[config.mk]
export PLATFORM = sky130hd
export DESIGN_NAME = pmm_unit
export DESIGN_NICKNAME = d
export VERILOG_FILES = /design/src/rtl/pmp_pkg.sv /design/src/rtl/pmm_window_cmp.sv /design/src/rtl/pmm_unit.sv
export SDC_FILE = /design/constraint.sdc
export NUM_CORES = 1
export LEC_CHECK = 0
export BUFFER_PORTS_ARGS = -buffer_cell sky130_fd_sc_hd__buf_2
export CORE_AREA = 3 3 230 232
export DETAILED_ROUTE_END_ITERATION = 16
export DIE_AREA = 0 0 233 235
export GPL_ROUTABILITY_DRIVEN = 0
export SYNTH_ARGS = -nofsm -noshare
export SYNTH_HDL_FRONTEND = slang
export SYNTH_SLANG_ARGS = --single-unit
[constraint.sdc]
create_clock -name clk -period 10.4 [get_ports clk]
set_input_delay 1.04 -clock clk [delete_from_list [all_inputs] [get_ports clk]]
set_output_delay 1.04 -clock clk [all_outputs]
set_load 0.02 [all_outputs]
[src/rtl/pmp_pkg.sv]
// ============================================================================
// pmp_pkg : opcodes, control-word fields and FSM encoding for the PMP channel
// Rev 1.0
// ============================================================================
`default_nettype none

package pmp_pkg;

  localparam logic [1:0] OP_NOP   = 2'b00;
  localparam logic [1:0] OP_LOAD  = 2'b01;
  localparam logic [1:0] OP_MATCH = 2'b10;
  localparam logic [1:0] OP_CLEAR = 2'b11;

  localparam int OP_HI  = 15;
  localparam int OP_LO  = 14;
  localparam int LEN_HI = 13;
  localparam int LEN_LO = 11;

  typedef enum logic [1:0] {
    ST_IDLE = 2'd0,
    ST_LOAD = 2'd1,
    ST_SCAN = 2'd2,
    ST_DONE = 2'd3
  } pmp_state_t;

endpackage

`default_nettype wire

[src/rtl/pmm_window_cmp.sv]
// ============================================================================
// pmm_window_cmp : byte shift window, fill counter and length-masked comparator
// Rev 1.0
// ============================================================================
`default_nettype none

module pmm_window_cmp #(
  parameter int PAT_MAX = 8,
  parameter int LEN_W   = $clog2(PAT_MAX + 1),
  parameter int IDX_W   = $clog2(PAT_MAX)
) (
  input  logic                   clk,
  input  logic                   reset,
  input  logic                   shift_en,
  input  logic                   clr,
  input  logic [7:0]             byte_in,
  input  logic [8*PAT_MAX-1:0]   pattern,
  input  logic [LEN_W-1:0]       pat_len,
  output logic                   hit
);

  logic [PAT_MAX-1:0][7:0] r_window;
  logic [PAT_MAX-1:0][7:0] w_pat;
  logic [LEN_W-1:0]        r_fill;
  logic                    r_shifted;
  logic [PAT_MAX-1:0]      w_byte_ok;

  assign w_pat = pattern;

  always_ff @(posedge clk) begin
    if (!reset || clr) begin
      r_window  <= '0;
      r_fill    <= '0;
      r_shifted <= 1'b0;
    end else begin
      r_shifted <= shift_en;
      if (shift_en) begin
        r_window <= {r_window[PAT_MAX-2:0], byte_in};
        if (r_fill != LEN_W'(PAT_MAX)) begin
          r_fill <= r_fill + LEN_W'(1);
        end
      end
    end
  end

  // Window byte i (i bytes old) lines up with pattern byte pat_len-1-i.
  for (genvar gi = 0; gi < PAT_MAX; gi++) begin : g_cmp
    logic [LEN_W-1:0] w_src;
    assign w_src         = pat_len - LEN_W'(gi) - LEN_W'(1);
    assign w_byte_ok[gi] = (LEN_W'(gi) >= pat_len) ||
                           (r_window[gi] == w_pat[w_src[IDX_W-1:0]]);
  end

  assign hit = r_shifted && (pat_len != '0) && (r_fill >= pat_len) && (&w_byte_ok);

endmodule

`default_nettype wire

[src/rtl/pmm_unit.sv]
// ============================================================================
// pmm_unit : per-module command receiver; loads a byte pattern or scans data
//            against it one byte per cycle, with sticky flag and match count
// Rev 1.0
// ============================================================================
`default_nettype none

module pmm_unit #(
  parameter int DATA_W  = 64,
  parameter int CTRL_W  = 16,
  parameter int PAT_MAX = 8,
  parameter int CNT_W   = 8
) (
  input  logic              clk,
  input  logic              reset,
  input  logic [DATA_W-1:0] data,
  input  logic [CTRL_W-1:0] control,
  input  logic              data_ready,
  output logic              data_accepted,
  output logic              pattern_accepted,
  output logic [CNT_W-1:0]  match_count
);

  import pmp_pkg::*;

  localparam int LEN_W = $clog2(PAT_MAX + 1);
  localparam int IDX_W = $clog2(PAT_MAX);

  pmp_state_t         r_state;
  pmp_state_t         w_state_nxt;
  logic [DATA_W-1:0]  r_data;
  logic [LEN_W-1:0]   r_nbytes;
  logic [IDX_W-1:0]   r_idx;
  logic [DATA_W-1:0]  r_pattern;
  logic [LEN_W-1:0]   r_pat_len;
  logic               r_pat_valid;
  logic               r_accepted;
  logic               r_pat_acc;
  logic [CNT_W-1:0]   r_count;

  logic               w_capture;
  logic [1:0]         w_op;
  logic               w_shift;
  logic               w_clr;
  logic               w_acc_nxt;
  logic               w_hit;
  logic [7:0]         w_byte;
  logic [DATA_W-1:0]  w_load_pat;
  logic               w_unused_ctrl;

  assign w_op          = control[OP_HI:OP_LO];
  assign w_capture     = (r_state == ST_IDLE) && data_ready && !r_accepted;
  assign w_byte        = r_data[8*r_idx +: 8];
  assign w_unused_ctrl = ^control[LEN_LO-1:0];

  for (genvar gk = 0; gk < PAT_MAX; gk++) begin : g_pat_mask
    assign w_load_pat[8*gk +: 8] = (LEN_W'(gk) < r_nbytes) ? r_data[8*gk +: 8] : 8'h00;
  end

  always_comb begin
    w_state_nxt = r_state;
    w_shift     = 1'b0;
    w_clr       = 1'b0;
    w_acc_nxt   = r_accepted;
    case (r_state)
      ST_IDLE: begin
        if (w_capture) begin
          case (w_op)
            OP_LOAD:  w_state_nxt = ST_LOAD;
            OP_MATCH: w_state_nxt = ST_SCAN;
            OP_CLEAR: begin
              w_state_nxt = ST_DONE;
              w_clr       = 1'b1;
            end
            default:  w_state_nxt = ST_DONE;
          endcase
        end
      end
      ST_LOAD: begin
        w_clr       = 1'b1;
        w_state_nxt = ST_DONE;
      end
      ST_SCAN: begin
        w_shift = 1'b1;
        if (LEN_W'(r_idx) == r_nbytes - LEN_W'(1)) begin
          w_state_nxt = ST_DONE;
        end
      end
      ST_DONE: begin
        // First DONE cycle always raises the handshake so a dropped
        // data_ready still sees exactly one pulse.
        if (!r_accepted) begin
          w_acc_nxt = 1'b1;
        end else if (!data_ready) begin
          w_acc_nxt   = 1'b0;
          w_state_nxt = ST_IDLE;
        end
      end
      default: w_state_nxt = ST_IDLE;
    endcase
  end

  always_ff @(posedge clk) begin
    if (!reset) begin
      r_state     <= ST_IDLE;
      r_data      <= '0;
      r_nbytes    <= '0;
      r_idx       <= '0;
      r_pattern   <= '0;
      r_pat_len   <= '0;
      r_pat_valid <= 1'b0;
      r_accepted  <= 1'b0;
      r_pat_acc   <= 1'b0;
      r_count     <= '0;
    end else begin
      r_state    <= w_state_nxt;
      r_accepted <= w_acc_nxt;
      if (w_capture) begin
        r_data   <= data;
        r_nbytes <= LEN_W'(control[LEN_HI:LEN_LO]) + LEN_W'(1);
        r_idx    <= '0;
      end
      if (w_shift) begin
        r_idx <= r_idx + IDX_W'(1);
      end
      if (r_state == ST_LOAD) begin
        r_pattern   <= w_load_pat;
        r_pat_len   <= r_nbytes;
        r_pat_valid <= 1'b1;
      end
      if (w_clr) begin
        r_pat_acc <= 1'b0;
        r_count   <= '0;
      end else if (w_hit && r_pat_valid) begin
        r_pat_acc <= 1'b1;
        if (r_count != {CNT_W{1'b1}}) begin
          r_count <= r_count + CNT_W'(1);
        end
      end
    end
  end

  pmm_window_cmp #(
    .PAT_MAX (PAT_MAX),
    .LEN_W   (LEN_W),
    .IDX_W   (IDX_W)
  ) u_window (
    .clk      (clk),
    .reset    (reset),
    .shift_en (w_shift),
    .clr      (w_clr),
    .byte_in  (w_byte),
    .pattern  (r_pattern),
    .pat_len  (r_pat_len),
    .hit      (w_hit)
  );

  assign data_accepted    = r_accepted;
  assign pattern_accepted = r_pat_acc;
  assign match_count      = r_count;

endmodule

`default_nettype wire
# ---- Word level (Yosys, flattened, before mapping)
# Index checks and enable logic that the tools add are counted.
dict set report totals {
  elab_cells 150
  out_inout_bits 10
  register_bits 221
}
dict set report classes {
  magnitude_cmp 25
  add_sub_neg 19
  n_mux 38
  bitwise 1
  shifts 1
  n_reduce_logical 25
  n_eq_ne 21
}
# cell count
set op_table {}
lappend op_table {{8-bit binary-select mux with 3-bit select} 8}
lappend op_table {{8-bit two-way mux} 16}
lappend op_table {{8-bit equality test} 8}
lappend op_table {{64-bit by 7-bit variable part select with 8-bit output} 1}
lappend op_table {{3-bit by 4-bit less-than comparator with 1-bit output, second input constant} 8}
lappend op_table {{3-bit by 1-bit subtractor with 3-bit output, second input constant} 8}
lappend op_table {{3-bit by 4-bit greater-or-equal comparator with 1-bit output, first input constant} 4}
lappend op_table {{3-bit by 4-bit less-than comparator with 1-bit output, first input constant} 4}
lappend op_table {{3-bit subtractor, second input constant} 4}
lappend op_table {{1-bit logical OR} 9}
lappend op_table {{8-bit by 1-bit adder with 8-bit output, second input constant} 1}
lappend op_table {{2-bit equality test, second input constant} 4}
lappend op_table {{1-bit by 4-bit greater-or-equal comparator with 1-bit output, first input constant} 2}
lappend op_table {{2-bit by 4-bit greater-or-equal comparator with 1-bit output, first input constant} 2}
lappend op_table {{1-bit by 4-bit less-than comparator with 1-bit output, first input constant} 2}
lappend op_table {{2-bit by 4-bit less-than comparator with 1-bit output, first input constant} 2}
lappend op_table {{2-bit two-way mux} 4}
lappend op_table {{2-bit != test, second input constant} 4}
lappend op_table {{8-bit != test, second input constant} 1}
lappend op_table {{2-bit one-hot mux with 4 select lines} 1}
lappend op_table {{8-bit AND reduction} 1}
lappend op_table {{1-bit logical AND} 6}
lappend op_table {{3-bit two-way mux} 2}
lappend op_table {{3-bit by 2-bit subtractor with 3-bit output, second input constant} 2}
lappend op_table {{19 further kinds} 26}

# ---- Logic depth before layout (Yosys ltp)
# Gate-level depths: netlist of run 1.
dict set report logic_depth {
  word_depth 10
  ltp_mapped 19
  ltp_nobuf 12
}

# ---- Cells and area by module
# From an unflattened synthesis of run 1, not the netlist that was laid out.
dict set report hier_totals {
  hier_cells 1294
  area_unflattened_um2 12470.7
}
# mod instances seq_area_each_um2 cells_per_inst area_per_inst_um2
set modules_own_cells {}
lappend modules_own_cells {pmm_window_cmp 1 1381.3 595 6259.8}
lappend modules_own_cells {pmm_unit 1 3042.9 699 6211.0}

# ---- Worst setup path after synthesis of run 1
# No wires, ideal clock.
dict set report synth_path {
  path_kind {register to register}
  start {register r_pat_len[1]}
  end {register r_count[3], in the netlist match_count[3]}
  t_arrival_ns 4.091
  setup_slack_ns 6.190
  path_stages_with_launch 20
  required_time_ns 10.281
  setup_time_ns 0.119
  cell_sequence {dfxtp_1 > buf_6 > buf_2 > buf_2 > inv_1 > ha_1 > buf_2 > buf_2 > buf_2 > mux4_2 > xnor2_1 > nand4_1 > nor2_1 > nor2_1 > nor4_1 > o2111a_1 > and4bb_1 > buf_6 > nand4_1 > mux2i_1}
}
dict set report synth_between {
  elab_chain_len 10
  elab_cells_between_ends 62
  classes_between {add/sub (14); order compare (9); eq/ne (8); mux (16); reduce/logical (15)}
}
# item line
set synth_rtl {}
lappend synth_rtl {{start, declared} pmm_unit.sv:35} ;# logic [LEN_W-1:0] r_pat_len;
lappend synth_rtl {{start signal, assigned} pmm_unit.sv:128} ;# r_pat_len <= r_nbytes;
lappend synth_rtl {{3-bit by 1-bit subtractor with 3-bit output, or another cell as far along} pmm_window_cmp.sv:49} ;# assign w_src = pat_len - LEN_W'(gi) - LEN_W'(1);
lappend synth_rtl {{3-bit by 1-bit subtractor with 3-bit output} pmm_window_cmp.sv:49}
lappend synth_rtl {{8-bit binary-select mux with 3-bit select} pmm_window_cmp.sv:51} ;# (r_window[gi] == w_pat[w_src[IDX_W-1:0]]);
lappend synth_rtl {{8-bit two-way mux (not written as such)} pmm_window_cmp.sv:51}
lappend synth_rtl {{8-bit equality test} pmm_window_cmp.sv:51}
lappend synth_rtl {{1-bit logical OR} pmm_window_cmp.sv:50} ;# assign w_byte_ok[gi] = (LEN_W'(gi) >= pat_len) ||
lappend synth_rtl {{8-bit AND reduction} pmm_window_cmp.sv:54} ;# assign hit = r_shifted && (pat_len != '0) && (r_fill >= pat_len) && (&w_byte_ok);
lappend synth_rtl {{1-bit logical AND (*)} pmm_window_cmp.sv:54}
lappend synth_rtl {{1-bit logical AND (*)} pmm_unit.sv:134} ;# end else if (w_hit && r_pat_valid) begin
lappend synth_rtl {{2-bit AND reduction (no source line) (*)} --}
lappend synth_rtl {{end signal, assigned} pmm_unit.sv:137} ;# r_count <= r_count + CNT_W'(1);
lappend synth_rtl {{end, declared} pmm_unit.sv:39} ;# logic [CNT_W-1:0] r_count;
# Every way passes the cells marked *; elsewhere a longest branch is shown, timed or not. The select of a mux whose other input is x is not followed.
# A chain may end at the register's enable or synchronous reset.

# ---- Worst setup path in the final report of run 1
dict set report layout_path {
  start {register r_pat_len[1]}
  end {register r_count[6], in the netlist match_count[6]}
}
# Same word-level chain as after synthesis.

==> flow_metrics.env, run 1 <==
export IMPL_cp_top_family="buffers and inverters"
export IMPL_p_sw_share_pct=33.5
export IMPL_cts_setup_buffers=0
export IMPL_filler_cell_count=5340
export IMPL_grt_pass1_wl_mm=56.7
export IMPL_ioPinCount=93
export IMPL_dieArea_sq_mm=0.0548
export IMPL_drive_above_1_share_pct=18.3
export IMPL_drc=0
export IMPL_vias=9783
export IMPL_min_to="r_pat_valid$_SDFFE_PN0N_"
export IMPL_n_antenna_cell=0
export IMPL_synth_largest_area_cell="dfxtp_1"
export IMPL_synth_seq_area_share_pct=34.7
export IMPL_fmax_ghz=0.198
export IMPL_path_buf_inv=3
export IMPL_routed_wl_mm=35.7
export IMPL_arrival_ps=5490
export IMPL_postCtsHoldBufs=0
export IMPL_dieWidth_um=233
export IMPL_cts_tree="yes"
export IMPL_combPwrFrac_pct=26.9
export IMPL_synth_edf_count=0
export IMPL_reg2reg_to="match_count[6]$_SDFFE_PP0P_"
export IMPL_track_usage_pct=12.9
export IMPL_yosysWarnings=0
export IMPL_die_h_um=235
export IMPL_ys_top_cells_by_area="dfxtp_1 35%, mux4_2 16%, mux2i_1 11%"
export IMPL_finish_instance_area_sq_mm=0.0145
export IMPL_numCtsBuffers=25
export IMPL_netlist_instances=1254
export IMPL_tightest_slew_ps=1070
export IMPL_grt_setup_unrepaired="false"
export IMPL_holdWs_ps=464
export IMPL_crit_reg2reg_launch="r_pat_len[1]$_SDFFE_PN0N_"
export IMPL_antenna_found_initial=0
export IMPL_fin_nets=1388
export IMPL_path_class="flip-flop to flip-flop"
export IMPL_cts_clk_slew_worst_paths_ps=60
export IMPL_avgSynthCellArea_sq_um=10.2
export IMPL_p_switching_uw=871
export IMPL_setup_viol=0
export IMPL_wl_met1_mm=15.9
export IMPL_start_util_pct=24.9
export IMPL_worstPathRequired_ps=10830
export IMPL_synth_top_area_share_pct=34.7
export IMPL_clkPwrFrac_pct=34.2
export IMPL_hold_depth=1
export IMPL_synthFlopType="dfxtp_1"
export IMPL_setup_worst_path_end_class="flip-flop"
export IMPL_async_reset_ff_share_pct=0
export IMPL_clk_latency_ps=540
export IMPL_drtPass1Iterations=5
export IMPL_outcome="finished clean"
export IMPL_syn_area_sq_mm=0.0127
export IMPL_syn_num_nets=1361
export IMPL_powerDensity_mw_per_mm2=179
export IMPL_vias_per_cell=4.95
export IMPL_antenna_left=0
export IMPL_finalHoldViolCount=0
export IMPL_utilization_pct=28.4
export IMPL_min_from="r_pat_valid$_SDFFE_PN0N_"
export IMPL_met2WireLength_mm=16.6
export IMPL_drv_slew=0
export IMPL_top_layer="met4"
export IMPL_dr_first_iter_drc_count=651
export IMPL_max_slew_margin_rel_pct=28.7
export IMPL_placedInstanceArea_sq_mm=0.0137
export IMPL_reg2reg_slack_ps=5340
export IMPL_start_kind="flip-flop"
export IMPL_synthToLayoutAreaGrowth_pct=14.0
export IMPL_rows=83
export IMPL_grt_pass1_vias=9653
export IMPL_cts_htree_levels=1
export IMPL_cts_sinks=221
export IMPL_critPathMaxStageDelay_ps=650
export IMPL_clock_path_buffers=3
export IMPL_avgRoutedWirePerCell_um=18.0
export IMPL_coreArea_sq_mm=0.0512
export IMPL_min_period_ps=5060
export IMPL_maxCapViolations=0
export IMPL_peakVddDrop_v=0.000117
export IMPL_cts_root_buf="clkbuf_16"
export IMPL_hold_class="flip-flop to flip-flop"
export IMPL_overflow=0
export IMPL_synth_ff_latch_count=221
export IMPL_grt_start_max_net_pins=82
export IMPL_setup_tns_ps=0
export IMPL_seq_power_share_pct=38.9
export IMPL_crit_path_cell_trace="buf_4 > inv_1 > ha_2 > buf_4 > mux4_2 > xnor2_1 > nand4_1 > nor2_1 > o21ai_0 > a221oi_1 > nand4_1 > nor3b_1 > a41o_1 > nor2_1"
export IMPL_period_share_pct=48.6
export IMPL_crit_fanout=45
export IMPL_post_cts_resized=0
export IMPL_dp_hpwl_mm=25.8
export IMPL_finalClockSkew_ps=9.43
export IMPL_critPathSlowestCell="mux4_2"
export IMPL_portBuffers=81
export IMPL_rr_worst_depth=14
export IMPL_yosys_cell_types_count=55
export IMPL_leakagePower_uw=0.00494
export IMPL_wl_met3_mm=2.11
export IMPL_intPower_uw=1730
sequential cells by signal, summed over array words and instances, names as in the netlist:
register,flops
r_state,2
r_data,64
r_nbytes,4
u_window.r_fill,4
r_pat_len,4
r_idx,3
data_accepted,1
u_window.r_window,64
u_window.r_shifted,1
pattern_accepted,1
r_pat_valid,1
r_pattern,64
match_count,8
through the flow:
step	power, uW	instances	worst slack (ps)
after floorplan	1550	1254	6190
after global placement	1720	1934	5300
after detailed placement	1730	1934	5200
after CTS	2630	1978	5190
after global routing	2740	1978	4810
final	2600	1978	5340
layer usage:
| metal | GRT usage, % | vias to the layer above |
|---|---|---|
| met5 | 0 | - |
| met4 | 3.99 | 0 |
| met3 | 1.93 | 57 |
| met2 | 20.6 | 306 |
| met1 | 17.8 | 4791 |
| li1 | - | 4629 |
synthesized netlist by cell type (3+ instances only):
master,instances
a211oi_1,9
a21boi_0,66
a21o_1,5
a21oi_1,23
a221oi_1,4
a22o_1,67
a22oi_1,10
a31oi_1,5
and2_1,5
and3_1,6
buf_1,21
buf_2,19
buf_6,5
clkbuf_1,46
dfxtp_1,221
ha_1,24
inv_1,15
mux2i_1,139
mux4_2,90
nand2_1,163
nand2b_1,5
nand3_1,9
nand4_1,26
nor2_1,104
nor2b_1,10
nor3_1,6
o211ai_1,3
o21ai_0,8
xnor2_1,89
xor2_1,17
power groups by stage:
stage,registers [uW],clock network [uW],logic (uW)
4_1_cts,1010,915,705
3_5_place_dp,1030,0,704
2_1_floorplan,991,0,556
6_report,1010,890,700
3_3_place_gp,1020,0,691
5_1_grt,1020,946,775
cell usage in the layout (no fill, tap or decap), types with 17 or more instances in the layout:
cell,count
buf_2,81
clkbuf_16,25
mux4_2,90
nor2_1,104
nand2_1,161
a22o_1,67
nand4_1,26
ha_1,22
mux2i_1,139
a21oi_1,23
dfxtp_1,218
xor2_1,17
xnor2_1,89
a21boi_0,66
cells by family after synthesis:
family | synth area share (%)
XOR/XNOR | 7.48
multiplexers | 26.8
flip-flops | 34.7
adder cells (fa/ha/maj) | 2.36
buffers and inverters | 3.78
AO/OA/AOI/OAI | 13.0
AND/OR/NAND/NOR | 11.8
layout make-up:
type                    count  area (sq um)  share of cell area, %
clock inverters            11           120                  0.827
inverters                  17          63.8                  0.439
flip-flops and latches    221          4430                   30.5
well taps                 680           851                   5.86
repair buffers             93           495                   3.41
clock buffers              33           706                   4.86
multi-input cells         923          7860                   54.1
how the worst max path moves through the flow:
stage,cells after the start,start,slack [ps],end
2_1_floorplan,19,r_pat_len[1]$_SDFFE_PN0N_,6190,match_count[3]$_SDFFE_PP0P_
3_3_place_gp,14,r_pat_len[1]$_SDFFE_PN0N_,5300,match_count[6]$_SDFFE_PP0P_
3_5_place_dp,14,r_pat_len[1]$_SDFFE_PN0N_,5200,match_count[6]$_SDFFE_PP0P_
4_1_cts,14,r_pat_len[1]$_SDFFE_PN0N_,5190,match_count[6]$_SDFFE_PP0P_
5_1_grt,14,r_pat_len[1]$_SDFFE_PN0N_,4810,match_count[6]$_SDFFE_PP0P_
6_report,14,r_pat_len[1]$_SDFFE_PN0N_,5340,match_count[6]$_SDFFE_PP0P_
Note: power is estimated with default switching activity, not from simulation.
==> run 2, diff against run 1 <==
- clock period: 10.4 -> 5.2 ns (I/O delays scaled with it)
==> run 2 against run 1 <==
  * Clock skew is 6.0 ps higher
  * Final cell count grew 0.30%
  * Via count shrank 0.16%
  * Core utilization is 0.27 points higher
  * First-iteration DRC count down 26%
  * Combinational power rose by 99%
  * Non-clock buffer count is 4 higher
  * Sequential power grew 100%
  * Count of clock-buffer cells in the layout is 1 lower
  * Critical path depth fell by 1
  * Clock power grew 120%
  * Highest routed layer is now met5
==> flow_metrics.env, run 2 (synthesized netlist as in run 1, its figures left out) <==
export IMPL_drc=0
export IMPL_post_cts_resized=0
export IMPL_dr_first_iter_drc_count=480
export IMPL_finalClockSkew_ps=15.4
export IMPL_tightest_slew_ps=1090
export IMPL_routed_wl_mm=35.1
export IMPL_cts_clk_slew_worst_paths_ps=60
export IMPL_fin_nets=1392
export IMPL_overflow=0
export IMPL_maxCapViolations=0
export IMPL_cts_tree="yes"
export IMPL_crit_path_cell_trace="clkinv_1 > ha_1 > buf_4 > mux4_2 > nand2_1 > and2_0 > xnor2_1 > or4_4 > nor3_1 > a21oi_1 > and4bb_1 > a21oi_1 > a31o_1"
export IMPL_fmax_ghz=0.234
export IMPL_drtPass1Iterations=5
export IMPL_start_util_pct=24.9
export IMPL_leakagePower_uw=0.00502
export IMPL_synthToLayoutAreaGrowth_pct=15.1
export IMPL_utilization_pct=28.6
export IMPL_final_common_cell="dfxtp_1"
export IMPL_cts_setup_buffers=0
export IMPL_drv_slew=0
export IMPL_path_class="flip-flop to flip-flop"
export IMPL_reg2reg_slack_ps=940
export IMPL_place_worst_setup_slack_ps=912
export IMPL_track_usage_pct=12.7
export IMPL_grt_setup_unrepaired="false"
export IMPL_numCtsBuffers=25
export IMPL_clock_path_buffers=3
export IMPL_cp_top_family="simple AND/OR/NAND/NOR gates"
export IMPL_peakVddDrop_v=0.000268
export IMPL_coreArea_sq_mm=0.0512
export IMPL_setup_worst_path_end_class="flip-flop"
export IMPL_grt_start_max_net_pins=72
export IMPL_reg_top3="r_data: 64 flops, r_pattern: 64 flops, u_window.r_window: 64 flops"
export IMPL_critPathMaxStageDelay_ps=590
export IMPL_clk_latency_ps=540
export IMPL_worstPathRequired_ps=5620
export IMPL_postCtsHoldBufs=0
export IMPL_vias=9767
export IMPL_cts_root_buf="clkbuf_16"
export IMPL_cts_sinks=221
export IMPL_drive_above_1_share_pct=18.8
export IMPL_final_cell_mix="218 x dfxtp_1, 161 x nand2_1, 139 x mux2i_1"
export IMPL_critPathSlowestCell="ha_1"
export IMPL_rows=83
export IMPL_setup_tns_ps=0
export IMPL_dp_hpwl_mm=26.2
export IMPL_antenna_left=0
export IMPL_finalHoldViolCount=0
export IMPL_timing_final_ws_setup_ps=935
export IMPL_powerDensity_mw_per_mm2=366
export IMPL_dieWidth_um=233
export IMPL_avgRoutedWirePerCell_um=17.7
export IMPL_portBuffers=81
export IMPL_dieArea_sq_mm=0.0548
export IMPL_ioPinCount=93
export IMPL_period_share_pct=82.0
export IMPL_start_kind="flip-flop"
export IMPL_grt_pass1_vias=9598
export IMPL_outcome="finished clean"
export IMPL_setup_viol=0
export IMPL_crit_fanout=12
export IMPL_holdWs_ps=228
export IMPL_path_buf_inv=2
export IMPL_n_antenna_cell=0
export IMPL_hold_class="input port to flip-flop"
export IMPL_grt_pass1_wl_mm=55.8
export IMPL_vias_per_cell=4.92
export IMPL_die_h_um=235
export IMPL_cts_htree_levels=1
export IMPL_cp_common_cell="a21oi_1"
export IMPL_max_slew_margin_rel_pct=27.3
export IMPL_antenna_found_initial=0
export IMPL_min_period_ps=4260
export IMPL_arrival_ps=4690
[run 2: changes by cell type in the layout (fill, tap and decap cells not counted), sizes merged]
cell and change:
clkinvlp -3, clkbuf -1, clkinv +1, bufinv +3, inv +2, buf +4
[run 2: cell type report]
| class | instances | area [sq um] |
|---|---|---|
| multi-input combinational | 923 | 7860 |
| clock inverter | 14 | 220 |
| clock buffer | 32 | 702 |
| timing repair buffer | 97 | 538 |
| inverter | 17 | 63.8 |
| sequential | 221 | 4430 |
| fill | 5313 | 36500 |
| tap | 680 | 851 |
[run 2: metal layers]
layer / track usage (%) / share of wire, % / vias up
met5: 0.804 / 0.16 / -
met4: 4.26 / 3.3 / 2
met3: 1.99 / 5.6 / 66
met2: 20.5 / 47 / 303
met1: 17.1 / 44 / 4762
li1: - / - / 4634
[run 2: stage by stage]
step                      total power [uW]  cells  cell area (sq um)
after global placement                3430   1938              13700
after floorplan                       3090   1254              12700
after detailed placement              3460   1938              13700
final                                 5370   1984              14700
after CTS                             5420   1984              14700
after global routing                  5640   1984              14700
[run 2: worst register-to-register path: cells and delay by family, from the launching register on]
kind / cells / cell delay [ps]
buf+inv: 2 / 620
mux: 1 / 520
simple gates: 5 / 1550
fa+ha+maj: 1 / 590
compound gates: 3 / 440
flops: 1 / 330
xor+xnor: 1 / 100
[run 2: final timing paths]
kind	from	end	cells after the start
max reg2reg	r_pat_len[2]$_SDFFE_PN0N_	match_count[2]$_SDFFE_PP0P_	13
min	data[46]	r_data[46]$_SDFFE_PN0P_	3
min reg2reg	r_pat_valid$_SDFFE_PN0N_	r_pat_valid$_SDFFE_PN0N_	1
max	r_pat_len[2]$_SDFFE_PN0N_	match_count[2]$_SDFFE_PP0P_	13
[run 2: power breakdown]
group / total [uW] / switching (uW) / leakage [uW] / internal (uW)
sequential: 2030 / 180 / 0.00179 / 1850
combinational: 1390 / 825 / 0.00277 / 566
clock: 1950 / 739 / 0.000457 / 1210
total: 5370 / 1740 / 0.00502 / 3620
